**src/rtl/ifu_fold_pkg.sv**
```systemverilog
// Shared fold-type encodings and widths for the IFU fold-group path.
package ifu_fold_pkg;
  localparam int FTW    = 6;
  localparam int GSW    = 3;
  localparam int FT_NF  = 0;
  localparam int FT_LV  = 1;
  localparam int FT_OP  = 2;
  localparam int FT_BG2 = 3;
  localparam int FT_BG1 = 4;
  localparam int FT_MEM = 5;
endpackage

```
**src/rtl/fold_queue_head.sv**
```systemverilog
// Four-port head view of the fold queue: wrapped read mux with valid masking.
module fold_queue_head #(
  parameter int DEPTH = 8,
  parameter int FTW   = 6,
  parameter int OPW   = 8,
  localparam int AW   = $clog2(DEPTH),
  localparam int CW   = AW + 1
) (
  input  logic [DEPTH-1:0][FTW-1:0] ft_mem_i,
  input  logic [DEPTH-1:0][OPW-1:0] op_mem_i,
  input  logic [AW-1:0]             rd_ptr_i,
  input  logic [CW-1:0]             count_i,
  output logic [3:0][FTW-1:0]       ft_o,
  output logic [3:0][OPW-1:0]       op_o,
  output logic [3:0]                vld_o
);
  for (genvar i = 0; i < 4; i++) begin : g_port
    logic [AW-1:0] idx;
    // Pointer sum wraps naturally at AW bits, so a group can straddle DEPTH-1 -> 0.
    assign idx      = rd_ptr_i + AW'(i);
    assign vld_o[i] = count_i > CW'(i);
    assign ft_o[i]  = vld_o[i] ? ft_mem_i[idx] : '0;
    assign op_o[i]  = vld_o[i] ? op_mem_i[idx] : '0;
  end
endmodule

```
**src/rtl/fold_queue.sv**
```systemverilog
// Decoded-instruction queue feeding the fold-group decoder; retires the selected group.
module fold_queue #(
  parameter int DEPTH = 8,
  parameter int FTW   = 6,
  parameter int OPW   = 8
) (
  input  logic           clk,
  input  logic           reset,
  input  logic           wr_valid,
  output logic           wr_ready,
  input  logic [FTW-1:0] wr_ftype,
  input  logic [OPW-1:0] wr_op,
  input  logic           flush,
  input  logic           hold,
  output logic [FTW-1:0] F0, F1, F2, F3,
  output logic           V0, V1, V2, V3,
  output logic [OPW-1:0] OP0, OP1, OP2, OP3,
  input  logic           fold1, fold2, fold3, fold4,
  output logic           issue_vld,
  output logic [2:0]     issue_cnt,
  output logic           fold_err
);
  import ifu_fold_pkg::*;

  localparam int AW = $clog2(DEPTH);
  localparam int CW = AW + 1;

  logic [DEPTH-1:0][FTW-1:0] ft_mem;
  logic [DEPTH-1:0][OPW-1:0] op_mem;
  logic [AW-1:0]             rd_ptr_q, wr_ptr_q;
  logic [CW-1:0]             count_q;
  logic                      fold_err_q;

  logic [3:0]                fold_v;
  logic                      multi, push, err_set;
  logic [CW-1:0]             req, pop;
  logic [3:0][FTW-1:0]       hd_ft;
  logic [3:0][OPW-1:0]       hd_op;
  logic [3:0]                hd_vld;

  assign wr_ready = (count_q != CW'(DEPTH));
  assign push     = wr_valid & wr_ready;

  always_comb begin
    fold_v = {fold4, fold3, fold2, fold1};
    multi  = $countones(fold_v) > 1;
    req    = '0;
    case (fold_v)
      4'b0001: req = CW'(1);
      4'b0010: req = CW'(2);
      4'b0100: req = CW'(3);
      4'b1000: req = CW'(4);
      default: req = '0;
    endcase
    pop = '0;
    // An over-long group is clamped to what is present; a non-one-hot result retires nothing.
    if (!(hold || flush || multi))
      pop = (req > count_q) ? count_q : req;
    err_set = multi || (!hold && !flush && (req > count_q));
  end

  assign issue_vld = (pop != '0);
  assign issue_cnt = GSW'(pop);
  assign fold_err  = fold_err_q;

  always_ff @(posedge clk) begin
    if (push) begin
      ft_mem[wr_ptr_q] <= wr_ftype;
      op_mem[wr_ptr_q] <= wr_op;
    end
  end

  always_ff @(posedge clk or posedge reset) begin
    if (reset) begin
      rd_ptr_q   <= '0;
      wr_ptr_q   <= '0;
      count_q    <= '0;
      fold_err_q <= 1'b0;
    end else begin
      if (err_set) fold_err_q <= 1'b1;
      if (flush) begin
        rd_ptr_q <= '0;
        wr_ptr_q <= '0;
        count_q  <= '0;
      end else begin
        rd_ptr_q <= rd_ptr_q + AW'(pop);
        wr_ptr_q <= wr_ptr_q + AW'(push);
        count_q  <= count_q + CW'(push) - pop;
      end
    end
  end

  fold_queue_head #(.DEPTH(DEPTH), .FTW(FTW), .OPW(OPW)) u_head (
    .ft_mem_i (ft_mem),
    .op_mem_i (op_mem),
    .rd_ptr_i (rd_ptr_q),
    .count_i  (count_q),
    .ft_o     (hd_ft),
    .op_o     (hd_op),
    .vld_o    (hd_vld)
  );

  assign {F3, F2, F1, F0}     = hd_ft;
  assign {OP3, OP2, OP1, OP0} = hd_op;
  assign {V3, V2, V1, V0}     = hd_vld;
endmodule

```
**config.mk**
```make
export PLATFORM = sky130hd
export DESIGN_NAME = fold_queue
export DESIGN_NICKNAME = d
export VERILOG_FILES = /design/src/rtl/ifu_fold_pkg.sv /design/src/rtl/fold_queue_head.sv /design/src/rtl/fold_queue.sv
export SDC_FILE = /design/constraint.sdc
export NUM_CORES = 1
export LEC_CHECK = 0
export BUFFER_PORTS_ARGS = -buffer_cell sky130_fd_sc_hd__buf_4
export CORE_ASPECT_RATIO = 0.7
export CORE_UTILIZATION = 45
export DETAILED_ROUTE_END_ITERATION = 10
export PLACE_DENSITY = 0.63
export SLEW_MARGIN = 10
export SYNTH_ARGS = -nofsm -noshare
export SYNTH_HDL_FRONTEND = slang
export SYNTH_HIERARCHICAL = 1
export SYNTH_SLANG_ARGS = --single-unit
```
**constraint.sdc**
```tcl
create_clock -name clk -period 3.2 [get_ports clk]
set_input_delay 0.48 -clock clk [delete_from_list [all_inputs] [get_ports clk]]
set_output_delay 0.48 -clock clk [all_outputs]
set_load 0.005 [all_outputs]
```
==> results of run 1 <==
==> worst register-to-register path, stage by stage (launching register included) <==
cell and delay [ns]:
dfrtp_2 0.41, inv_1 0.10, ha_1 0.32, inv_1 0.06, o21a_1 0.28, or4_4 0.53, o31ai_4 0.11, nand2_1 0.12
fa_1 0.41, xor2_1 0.20, nor2_1 0.06, mux2_1 0.28
==> state kept, by name (all words and copies together) (netlist names) <==
signal / count
count_q: 4
fold_err: 1
ft_mem: 48
op_mem: 64
rd_ptr_q: 3
wr_ptr_q: 3
==> layer usage <==
metal  track usage, %  routed length [um]
met4             6.57                 196
met5                0                   0
met1             35.4                8740
met3             5.73                1680
met2             38.9                9200
==> cells in the mapped netlist (all sizes together), types with 14 or more instances <==
library cell,n
o21a,29
o22ai,56
mux4,38
ha,15
mux2,23
mux2i,71
edfxtp,112
a22o,14
nor2,18
buf,30
o2bb2ai,14
inv,15
==> area by class of cell <==
| type | count | area, um2 | area share (%) |
|---|---|---|---|
| Tap cell | 200 | 250 | 2.76 |
| Clock buffer | 21 | 440 | 4.86 |
| Clock inverter | 11 | 150 | 1.66 |
| Timing Repair Buffer | 133 | 1050 | 11.5 |
| Multi-Input combinational cell | 341 | 3470 | 38.2 |
| Inverter | 16 | 70.1 | 0.773 |
| Sequential cell | 123 | 3640 | 40.2 |
==> through the flow <==
stage          TNS, ns  std cells  power, mW  utilization [%]  hold slack, ns
2_1_floorplan  -0.0410        517       2.94                -           0.332
3_3_place_gp    -0.731        807       3.83             53.1           0.446
3_5_place_dp     -1.30        807       3.87             53.1           0.461
4_1_cts              0        840       5.87             57.4          0.0904
5_1_grt              0        845       6.11             58.0           0.116
6_report             0        845       5.87             58.0          0.0804
==> logic make-up (layout without fill, tap and decap cells) <==
kind of cell,Yosys count,after routing
muxes,132,132
buffers and inverters,53,181
and+or+nand+nor,56,56
adders and majority gates,18,18
AOI/OAI and AO/OA,127,127
xor gates and xnor gates,8,8
DFF,123,123
==> path summary, 6_finish.rpt <==
path                                     to  cells after the start  slack (ns)        from
worst max-delay path              issue_vld                     13        0.11       fold1
worst min-delay path            wr_ptr_q[0]                      2        0.08       reset
max in group asynchronous       rd_ptr_q[0]                      2        2.76       reset
worst max register to register  rd_ptr_q[2]                     11        0.21  count_q[1]
worst min register to register     fold_err                      1        0.47    fold_err
min in group clk                 op_mem[31]                      1        0.29    wr_op[7]
==> repair_timing <==
action	in CTS	in global routing
setup buffers	2	6
endpoints found under the setup margin	1	2
gates resized for setup	17	12
pin swaps	6	9
==> power groups by stage <==
stage	logic, mW	clock network [mW]	registers [mW]
finish	1.98	1.95	1.94
global route	2.12	2.04	1.95
CTS	1.96	1.98	1.94
detailed placement	1.90	0	1.97
global placement	1.87	0	1.97
floorplan	0.995	0	1.95
==> reports/metrics.csv, run 1 <==
stage,metric,value,unit
detailed_routing,DRC,0,
logic_synthesis,top_reg_cell synth,edfxtp_1,
global_route,largest net degree at the start of global routing,60,
sta,slew of the pin with the lowest slew margin,1.00,ns
clock_tree,Clock Latency Late Sink,0.41,ns
logic_synthesis,post-synth top area cell,edfxtp_1,
logic_synthesis,Netlist cell types,43,
worst_setup_path,"most used cell, CP",buf_4,
global_route,vias in the first global route,5316,
die,die area,16600,um2
clock_tree,Root Driver,clkbuf_16,
power_and_ir_drop,Switching Share,30.1,%
detailed_routing,final wirelength,19800,um
sta,final setup violation count,0,
worst_setup_path,CP Max Fanout,3,
clock_tree,CTS Hold Buffers Added,0,
sta,Rel. slew slack,32.9,%
power_and_ir_drop,Reg power frac,33.1,%
global_route,antenna violations before repair,0,
logic_synthesis,post-synthesis async set-or-reset flop share,8.94,%
sta,unrepaired setup endpoints after global routing,false,
worst_setup_path,crit start category,primary input,
die,core area,15600,um2
sta,Hold Fails Final Rpt,0,
power_and_ir_drop,Peak VDD IR,0.000560,V
logic_synthesis,syn nets,558,
logic_synthesis,Post-synth EDFFs,112,
logic_synthesis,syn avg cell area,14.0,um2
placed_design,port buffer count,88,
logic_synthesis,"Warnings, synthesis",6,
power_and_ir_drop,P_int,4.10,mW
logic_synthesis,synth top area cells,"edfxtp_1 (46%), mux4_2 (12%), mux2i_1 (9.8%)",
layout,"commonest non-fill, non-tap cells in the layout","buf_4 (127), edfxtp_1 (112), mux2i_1 (71)",
sta,Max Clock Freq,323,MHz
clock_tree,H-tree depth,4,
clock_tree,Max Root-Sink Buffers,2,
power_and_ir_drop,net switching power,1.77,mW
detailed_routing,Avg Vias per Cell,6.25,
sta,fin crit share,96.6,%
clock_tree,clock transition at the registers of the reported paths,0.05,ns
worst_setup_path,Slowest cell on crit path,a311o_1,
power_and_ir_drop,Pwr Density,647,nW/um2
power_and_ir_drop,combinational group share of total power,33.7,%
worst_setup_path,"CP delay by family, top",compound AO/OA/AOI/OAI gates,
worst_setup_path,CP required,2.72,ns
detailed_routing,drt pass-1 iters,5,
clock_tree,TritonCTS Buffers,17,
global_route,all-layer global routing usage,25.0,%
sta,Tmin final,3.09,ns
worst_setup_path,Worst Setup End Kind,primary output,
die,Die W,154,um
sta,final worst slack,0.108,ns
layout,proportion of layout cells with a drive suffix above 1,37.4,%
layout,antenna fix cells,0,
clock_tree,TritonCTS Sinks,123,
worst_setup_path,CP max stage delay,0.35,ns
die,IO Pins,89,
logic_synthesis,synthesized area,7260,um2
placed_design,Post-DP Area,8300,um2
run,max-cap violations,0,
layout,"leading cell type in the layout, fill and taps excluded",buf_4,
power_and_ir_drop,Lkg Pwr,3.11,nW
sta,Final Slew Violations,0,
global_route,first-pass GRT wire length,30400,um
worst_setup_path,CP arrival,2.61,ns
worst_setup_path,Buf/Inv on CP,5,
logic_synthesis,share of the synthesized area in the top cell type,46.3,%
detailed_routing,Wirelength per Cell,23.5,um
placed_design,HPWL after DPL,12800,um
worst_setup_path,Crit Path Class,primary input to primary output,
layout,Finished Cell Area,9070,um2
global_route,Congestion Overflow GR,0,
hold_path,Min-Delay Path Class,primary input to async pin,
logic_synthesis,Post-Synth Adder-Cell Area,3.41,%
logic_synthesis,mux contribution to synthesized area,25.2,%
layout,fill count,1229,
logic_synthesis,"Seq/Total Area, Yosys",50.1,%
die,Initial Utilization,46.4,%
die,Die Ht,108,um
worst_setup_path,crit-path cells,buf_4 > buf_4 > ha_4 > nand2b_4 > a21o_1 > ha_4 > a311o_1 > buf_6 > o21ai_4 > a21oi_2 > buf_4 > or3_4 > buf_6,
logic_synthesis,#FFs+latches synth,123,
detailed_routing,DR vias,5280,
placed_design,pre-CTS worst setup slack,-0.304,ns
logic_synthesis,Synth Area in Compound Gates,12.6,%
logic_synthesis,Simple-Gate Fraction of Synth Area,3.81,%
detailed_routing,DR iter-0 viols,441,
logic_synthesis,main combinational cell family by area after synthesis,multiplexers,
power_and_ir_drop,Clock Power Share,33.2,%
clock_tree,CTS tree,done,
layout,Area growth syn-to-layout,25.0,%
layout,Final nets,673,
logic_synthesis,cells after synthesis,517,
sta,Worst Skew,0.00485,ns
status,status,finished clean,
placed_design,gp weighted congestion,0.857,
die,Cell Rows,38,
detailed_routing,remaining antenna violation count,0,
logic_synthesis,Synth Area in XOR/XNOR,0.966,%
No activity file was read; power rests on OpenSTA's default activity.
==> run 2: changes to the inputs <==
Settings changed: RECOVER_POWER from default to 50.
==> run 2 against run 1 <==
Against the previous run: global-route usage did not move; power fell by 0.26%; flip-flop and latch count did not move; combinational power barely moved; core utilization fell by 0.48 points; via count fell by 0.70%; sequential power barely moved; maximum frequency barely moved; worst setup slack barely moved; largest cell class unchanged.
==> reports/metrics.csv, run 2 (synthesized netlist as in run 1, its figures left out) <==
stage,metric,value,unit,change
clock_tree,TritonCTS Buffers,17,,unchanged
detailed_routing,Avg Vias per Cell,6.20,,was 6.25
sta,Tmin final,3.09,ns,about the same
layout,"commonest non-fill, non-tap cells in the layout","edfxtp_1 (112), buf_4 (104), mux2i_1 (71)",,"was buf_4 (127), edfxtp_1 (112), mux2i_1 (71)"
layout,"leading cell type in the layout, fill and taps excluded",edfxtp_1,,was buf_4
detailed_routing,final wirelength,19800,um,about the same
die,Die W,154,um,unchanged
worst_setup_path,R2R setup slack,0.22,ns,was 0.21 ns
worst_setup_path,CP Max Fanout,3,,unchanged
power_and_ir_drop,net switching power,1.76,mW,was 1.77 mW
detailed_routing,DR vias,5243,,was 5280
detailed_routing,Wirelength per Cell,23.4,um,was 23.5 um
sta,fin crit share,96.6,%,about the same
placed_design,port buffer count,88,,unchanged
sta,unrepaired setup endpoints after global routing,false,,unchanged
clock_tree,TritonCTS Sinks,123,,unchanged
clock_tree,CTS tree,done,,unchanged
layout,max reg flops,64,,unchanged
sta,final setup violation count,0,,unchanged
worst_setup_path,crit-path cells,buf_4 > buf_4 > ha_4 > nand2b_4 > a21o_1 > ha_4 > a311o_1 > buf_6 > o21ai_4 > a21oi_2 > buf_4 > or3_4 > buf_6,,unchanged
die,IO Pins,89,,unchanged
placed_design,HPWL after DPL,12800,um,unchanged
global_route,largest net degree at the start of global routing,60,,unchanged
global_route,all-layer global routing usage,25.0,%,unchanged
detailed_routing,DRC,0,,unchanged
clock_tree,H-tree depth,4,,unchanged
clock_tree,Clock Latency Late Sink,0.41,ns,about the same
worst_setup_path,RR Startpoint,count_q[1],,unchanged
sta,slew of the pin with the lowest slew margin,1.03,ns,was 1.00 ns
layout,Final nets,673,,unchanged
worst_setup_path,R2R depth,11,,unchanged
layout,Area growth syn-to-layout,23.9,%,was 25.0%
worst_setup_path,worst setup path startpoint,fold1,,unchanged
power_and_ir_drop,Final Power,5.86,mW,was 5.87 mW
power_and_ir_drop,Switching Share,30.1,%,about the same
placed_design,gp weighted congestion,0.857,,unchanged
global_route,antenna violations before repair,0,,unchanged
worst_setup_path,CP max stage delay,0.35,ns,about the same
layout,Reg with most FFs,op_mem,,unchanged
sta,Final Slew Violations,0,,unchanged
worst_setup_path,Slowest cell on crit path,a311o_1,,unchanged
sta,Max Clock Freq,323,MHz,about the same
status,status,finished clean,,unchanged
power_and_ir_drop,Pwr Density,651,nW/um2,was 647 nW/um2
worst_setup_path,"most used cell, CP",buf_4,,unchanged
worst_setup_path,CP required,2.72,ns,about the same
power_and_ir_drop,Lkg Pwr,3.03,nW,was 3.11 nW
layout,proportion of layout cells with a drive suffix above 1,34.1,%,was 37.4%
run,max-cap violations,0,,unchanged
detailed_routing,DR iter-0 viols,398,,was 441
hold_path,Min-Delay Path Class,primary input to async pin,,unchanged
worst_setup_path,Crit Path Class,primary input to primary output,,unchanged
sta,setup TNS,0,ns,unchanged
global_route,met2 Resource Use GR,38.9,%,unchanged
global_route,Congestion Overflow GR,0,,unchanged
die,die area,16600,um2,unchanged
detailed_routing,drt pass-1 iters,5,,unchanged
sta,Hold Fails Final Rpt,0,,unchanged
die,Cell Rows,38,,unchanged
sta,Worst Skew,0.00437,ns,was 0.00485 ns
layout,Top Registers,"op_mem x64, ft_mem x48, count_q x4",,unchanged
die,Die Ht,108,um,unchanged
global_route,met1 GRT Util,35.4,%,unchanged
global_route,grt peak-use layer,met2,,unchanged
placed_design,placed cell count,807,,unchanged
layout,final std cells w/o fill,845,,unchanged
power_and_ir_drop,Clock Power Share,33.2,%,about the same
power_and_ir_drop,P_int,4.09,mW,was 4.10 mW
layout,antenna fix cells,0,,unchanged
clock_tree,clock transition at the registers of the reported paths,0.05,ns,about the same
global_route,first-pass GRT wire length,30400,um,unchanged
clock_tree,Root Driver,clkbuf_16,,unchanged
worst_setup_path,R2R Path End,rd_ptr_q[2],,unchanged
worst_setup_path,CP arrival,2.61,ns,about the same
clock_tree,CTS Hold Buffers Added,0,,unchanged
sta,hold_ws,0.0849,ns,was 0.0804 ns
power_and_ir_drop,combinational group share of total power,33.6,%,was 33.7%
worst_setup_path,crit start category,primary input,,unchanged
power_and_ir_drop,Reg power frac,33.2,%,was 33.1%
layout,fill count,1248,,was 1229
global_route,vias in the first global route,5316,,unchanged
global_route,grt met3 use,5.73,%,unchanged
die,Initial Utilization,46.4,%,unchanged
detailed_routing,remaining antenna violation count,0,,unchanged
power_and_ir_drop,Peak VDD IR,0.000560,V,about the same
worst_setup_path,Worst Setup End Kind,primary output,,unchanged
die,core area,15600,um2,unchanged
clock_tree,Max Root-Sink Buffers,2,,unchanged
sta,Rel. slew slack,30.5,%,was 32.9%
-- run 2: cell types whose count changed in the layout (fill, tap and decap cells not counted) --
| cell | delta |
|---|---|
| clkbuf_4 | +3 |
| buf_4 | -23 |
| clkbuf_1 | +20 |
| inv_2 | -1 |
| inv_1 | +1 |
-- run 2: worst max path at each step --
stage                     cells after the start  slack, ns     endpoint
after floorplan                              13      -0.04  rd_ptr_q[2]
after global placement                       16      -0.21   count_q[3]
after detailed placement                     17      -0.30   count_q[3]
after CTS                                    13      0.006    issue_vld
after global routing                         15       0.01  rd_ptr_q[2]
final                                        13       0.11    issue_vld
-- run 2: critical path: cells and delay by family --
kind / cells / cell delay, ns
compound gates: 4 / 0.71
buf+inv: 5 / 0.67
simple gates: 2 / 0.38
fa+ha+maj: 2 / 0.36
-- run 2: metal layers --
metal  up-vias  wire length (um)
met1      2667              8700
met4         0               172
met2       242              9290
li1       2318                 -
met3        16              1650
met5         -                 0
-- run 2: metrics by stage --
stage          cell area (um2)  worst slack [ns]  util [%]
6_report                  8990             0.108      57.5
3_5_place_dp              8300            -0.304      53.1
3_3_place_gp              8300            -0.211      53.1
5_1_grt                   8990           0.00971      57.5
2_1_floorplan             7270           -0.0410         -
4_1_cts                   8970           0.00645      57.4
-- run 2: final cells by class --
type,count,area (um2),area share (%)
clock inverters,11,150,1.67
well taps,200,250,2.78
multi-input cells,341,3470,38.6
inverters,16,70.1,0.779
clock buffers,21,440,4.90
repair buffers,133,972,10.8
flip-flops and latches,123,3640,40.5
-- run 2: what timing repair did --
| action | CTS | global route |
|---|---|---|
| buffers inserted | 2 | 6 |
| resized for setup | 17 | 12 |
| setup endpoints to repair | 1 | 2 |
| gates cloned | 0 | 0 |
| pin swaps | 6 | 9 |
-- run 2: power groups by stage --
stage          clock, mW  combinational [mW]  sequential, mW
2_1_floorplan          0               0.995            1.95
3_3_place_gp           0                1.87            1.97
3_5_place_dp           0                1.90            1.97
4_1_cts             1.98                1.96            1.94
5_1_grt             2.04                2.11            1.95
6_report            1.94                1.97            1.94
==> run 3: changes to the inputs <==
==> constraint.sdc (replaced) <==
create_clock -name clk -period 3.2 [get_ports clk]
set_input_delay 0.32 -clock clk [delete_from_list [all_inputs] [get_ports clk]]
set_output_delay 0.32 -clock clk [all_outputs]
set_load 0.005 [all_outputs]
==> run 3 against run 2 <==
Against the previous run: die area unchanged; sequential power about the same; final cell count shrank 0.12%; sequential share of layout area increased by 0.59 points; critical path depth grew 1; core utilization is 0.85 points lower; via count up 0.92%; combinational power down 3%; hold slack improved by 0.070 ns; largest power group is now sequential cells.
==> reports/metrics.csv, run 3 (synthesized netlist as in run 1, its figures left out) <==
stage,metric,value,unit,change
sta,fin crit share,96.7,%,was 96.6%
clock_tree,clock transition at the registers of the reported paths,0.06,ns,was 0.05 ns
power_and_ir_drop,Peak VDD IR,0.000350,V,was 0.000560 V
global_route,all-layer global routing usage,24.8,%,was 25.0%
sta,Max Clock Freq,323,MHz,about the same
placed_design,Post-DP Area,8320,um2,was 8300 um2
power_and_ir_drop,Lkg Pwr,3.02,nW,was 3.03 nW
layout,FF/Latch Area,3640,um2,about the same
global_route,vias in the first global route,5278,,was 5316
clock_tree,TritonCTS Sinks,123,,unchanged
worst_setup_path,CP required,2.88,ns,was 2.72 ns
sta,Hold Fails Final Rpt,0,,unchanged
detailed_routing,Wirelength per Cell,23.7,um,was 23.4 um
placed_design,gp weighted congestion,0.839,,was 0.857
die,Die W,154,um,unchanged
detailed_routing,DR vias,5291,,was 5243
worst_setup_path,Crit Path Class,primary input to primary output,,unchanged
sta,Final Slew Violations,0,,unchanged
clock_tree,Root Driver,clkbuf_16,,unchanged
die,Cell Rows,38,,unchanged
detailed_routing,drt pass-1 iters,6,,was 5
clock_tree,TritonCTS Buffers,17,,unchanged
die,core area,15600,um2,unchanged
worst_setup_path,crit start category,primary input,,unchanged
detailed_routing,Avg Vias per Cell,6.27,,was 6.20
power_and_ir_drop,net switching power,1.84,mW,was 1.76 mW
detailed_routing,remaining antenna violation count,0,,unchanged
sta,Worst Skew,0.0113,ns,was 0.00437 ns
clock_tree,post-CTS setup repair buffer count,0,,was 2
die,Die Ht,108,um,unchanged
layout,proportion of layout cells with a drive suffix above 1,33.1,%,was 34.1%
sta,setup TNS,0,ns,unchanged
layout,Final nets,672,,was 673
clock_tree,Max Root-Sink Buffers,2,,unchanged
clock_tree,H-tree depth,4,,unchanged
power_and_ir_drop,Clock Power Share,33.1,%,was 33.2%
layout,"leading cell type in the layout, fill and taps excluded",edfxtp_1,,unchanged
layout,antenna fix cells,0,,unchanged
clock_tree,CTS tree,done,,unchanged
sta,Rel. slew slack,27.1,%,was 30.5%
global_route,largest net degree at the start of global routing,49,,was 60
power_and_ir_drop,P_int,3.93,mW,was 4.09 mW
layout,multi-input logic area,3360,um2,was 3470 um2
die,die area,16600,um2,unchanged
worst_setup_path,CP Max Fanout,5,,was 3
detailed_routing,DR iter-0 viols,418,,was 398
detailed_routing,DRC,0,,unchanged
layout,Reg with most FFs,op_mem,,unchanged
sta,Tmin final,3.09,ns,about the same
detailed_routing,final wirelength,20000,um,was 19800 um
worst_setup_path,Worst Setup End Kind,primary output,,unchanged
power_and_ir_drop,Pwr Density,652,nW/um2,was 651 nW/um2
placed_design,port buffer count,88,,unchanged
run,max-cap violations,0,,unchanged
layout,max reg flops,64,,unchanged
power_and_ir_drop,Switching Share,31.9,%,was 30.1%
layout,"commonest non-fill, non-tap cells in the layout","edfxtp_1 (112), buf_4 (106), mux2i_1 (71)",,"was edfxtp_1 (112), buf_4 (104), mux2i_1 (71)"
layout,Top Registers,"op_mem x64, ft_mem x48, count_q x4",,unchanged
global_route,first-pass GRT wire length,29900,um,was 30400 um
status,status,finished clean,,unchanged
global_route,antenna violations before repair,0,,unchanged
worst_setup_path,CP arrival,2.77,ns,was 2.61 ns
placed_design,placed cell count,811,,was 807
layout,Area growth syn-to-layout,22.1,%,was 23.9%
die,Initial Utilization,46.4,%,unchanged
placed_design,pre-CTS worst setup slack,-0.217,ns,was -0.304 ns
die,IO Pins,89,,unchanged
placed_design,HPWL after DPL,13600,um,was 12800 um
sta,final setup violation count,0,,unchanged
power_and_ir_drop,Reg power frac,33.6,%,was 33.2%
sta,final worst slack,0.106,ns,was 0.108 ns
layout,fill count,1252,,was 1248
hold_path,Min-Delay Path Class,primary input to register,,was primary input to async pin
layout,final std cells w/o fill,844,,was 845
sta,slew of the pin with the lowest slew margin,1.09,ns,was 1.03 ns
sta,unrepaired setup endpoints after global routing,false,,unchanged
clock_tree,Clock Latency Late Sink,0.42,ns,was 0.41 ns
layout,Finished Cell Area,8860,um2,was 8990 um2
sta,hold_ws,0.155,ns,was 0.0849 ns
global_route,Congestion Overflow GR,0,,unchanged
power_and_ir_drop,combinational group share of total power,33.3,%,was 33.6%
run 3: cell type report:
class,instances,share of cell area (%)
flip-flops and latches,123,41.1
multi-input cells,341,37.9
repair buffers,132,10.9
clock buffers,17,4.80
well taps,200,2.82
clock inverters,15,1.82
inverters,16,0.678
run 3: final timing paths:
| check | cells past startpoint | from | slack (ns) | end |
|---|---|---|---|---|
| worst max-delay path | 14 | fold1 | 0.11 | issue_vld |
| worst min-delay path | 2 | flush | 0.16 | count_q[0] |
| worst max register to register | 14 | count_q[1] | 0.30 | count_q[3] |
| worst min register to register | 1 | fold_err | 0.47 | fold_err |
| max in group asynchronous | 3 | reset | 2.35 | rd_ptr_q[0] |
| min in group asynchronous | 3 | reset | 0.47 | count_q[0] |
run 3: critical path, stage by stage:
cell	delay, ns
buf_4	0.11
inv_1	0.09
buf_4	0.12
ha_1	0.15
nand2b_1	0.06
a21oi_1	0.23
ha_1	0.30
a311o_1	0.30
buf_4	0.15
nor2_1	0.21
o31ai_4	0.13
buf_4	0.16
or3_1	0.30
buf_4	0.14
run 3: timing repair:
item                       in CTS  in global routing
setup endpoints to repair       0                  3
hold endpoints to repair       11                  0
hold buffers                    1                  0
gates resized for setup         0                  2
run 3: stage by stage:
step	power (mW)	utilization [%]
detailed placement	3.90	53.2
global placement	3.85	53.2
global route	6.00	56.6
finish	5.78	56.6
floorplan	2.94	-
CTS	5.81	57.0
run 3: layer usage:
layer  vias to the layer above  global-route usage [%]  part of all wire (%)
met2                       274                    37.8                    45
met1                      2655                    34.2                    45
met4                         0                    10.8                   1.9
met3                        42                    5.81                   7.7
met5                         -                       0                     0
li1                       2320                       -                     -
run 3: power groups by stage:
stage / sequential [mW] / combinational, mW / clock (mW)
2_1_floorplan: 1.95 / 0.994 / 0
5_1_grt: 1.95 / 2.05 / 1.99
3_5_place_dp: 1.97 / 1.92 / 0
6_report: 1.94 / 1.92 / 1.91
4_1_cts: 1.94 / 1.94 / 1.93
3_3_place_gp: 1.97 / 1.89 / 0
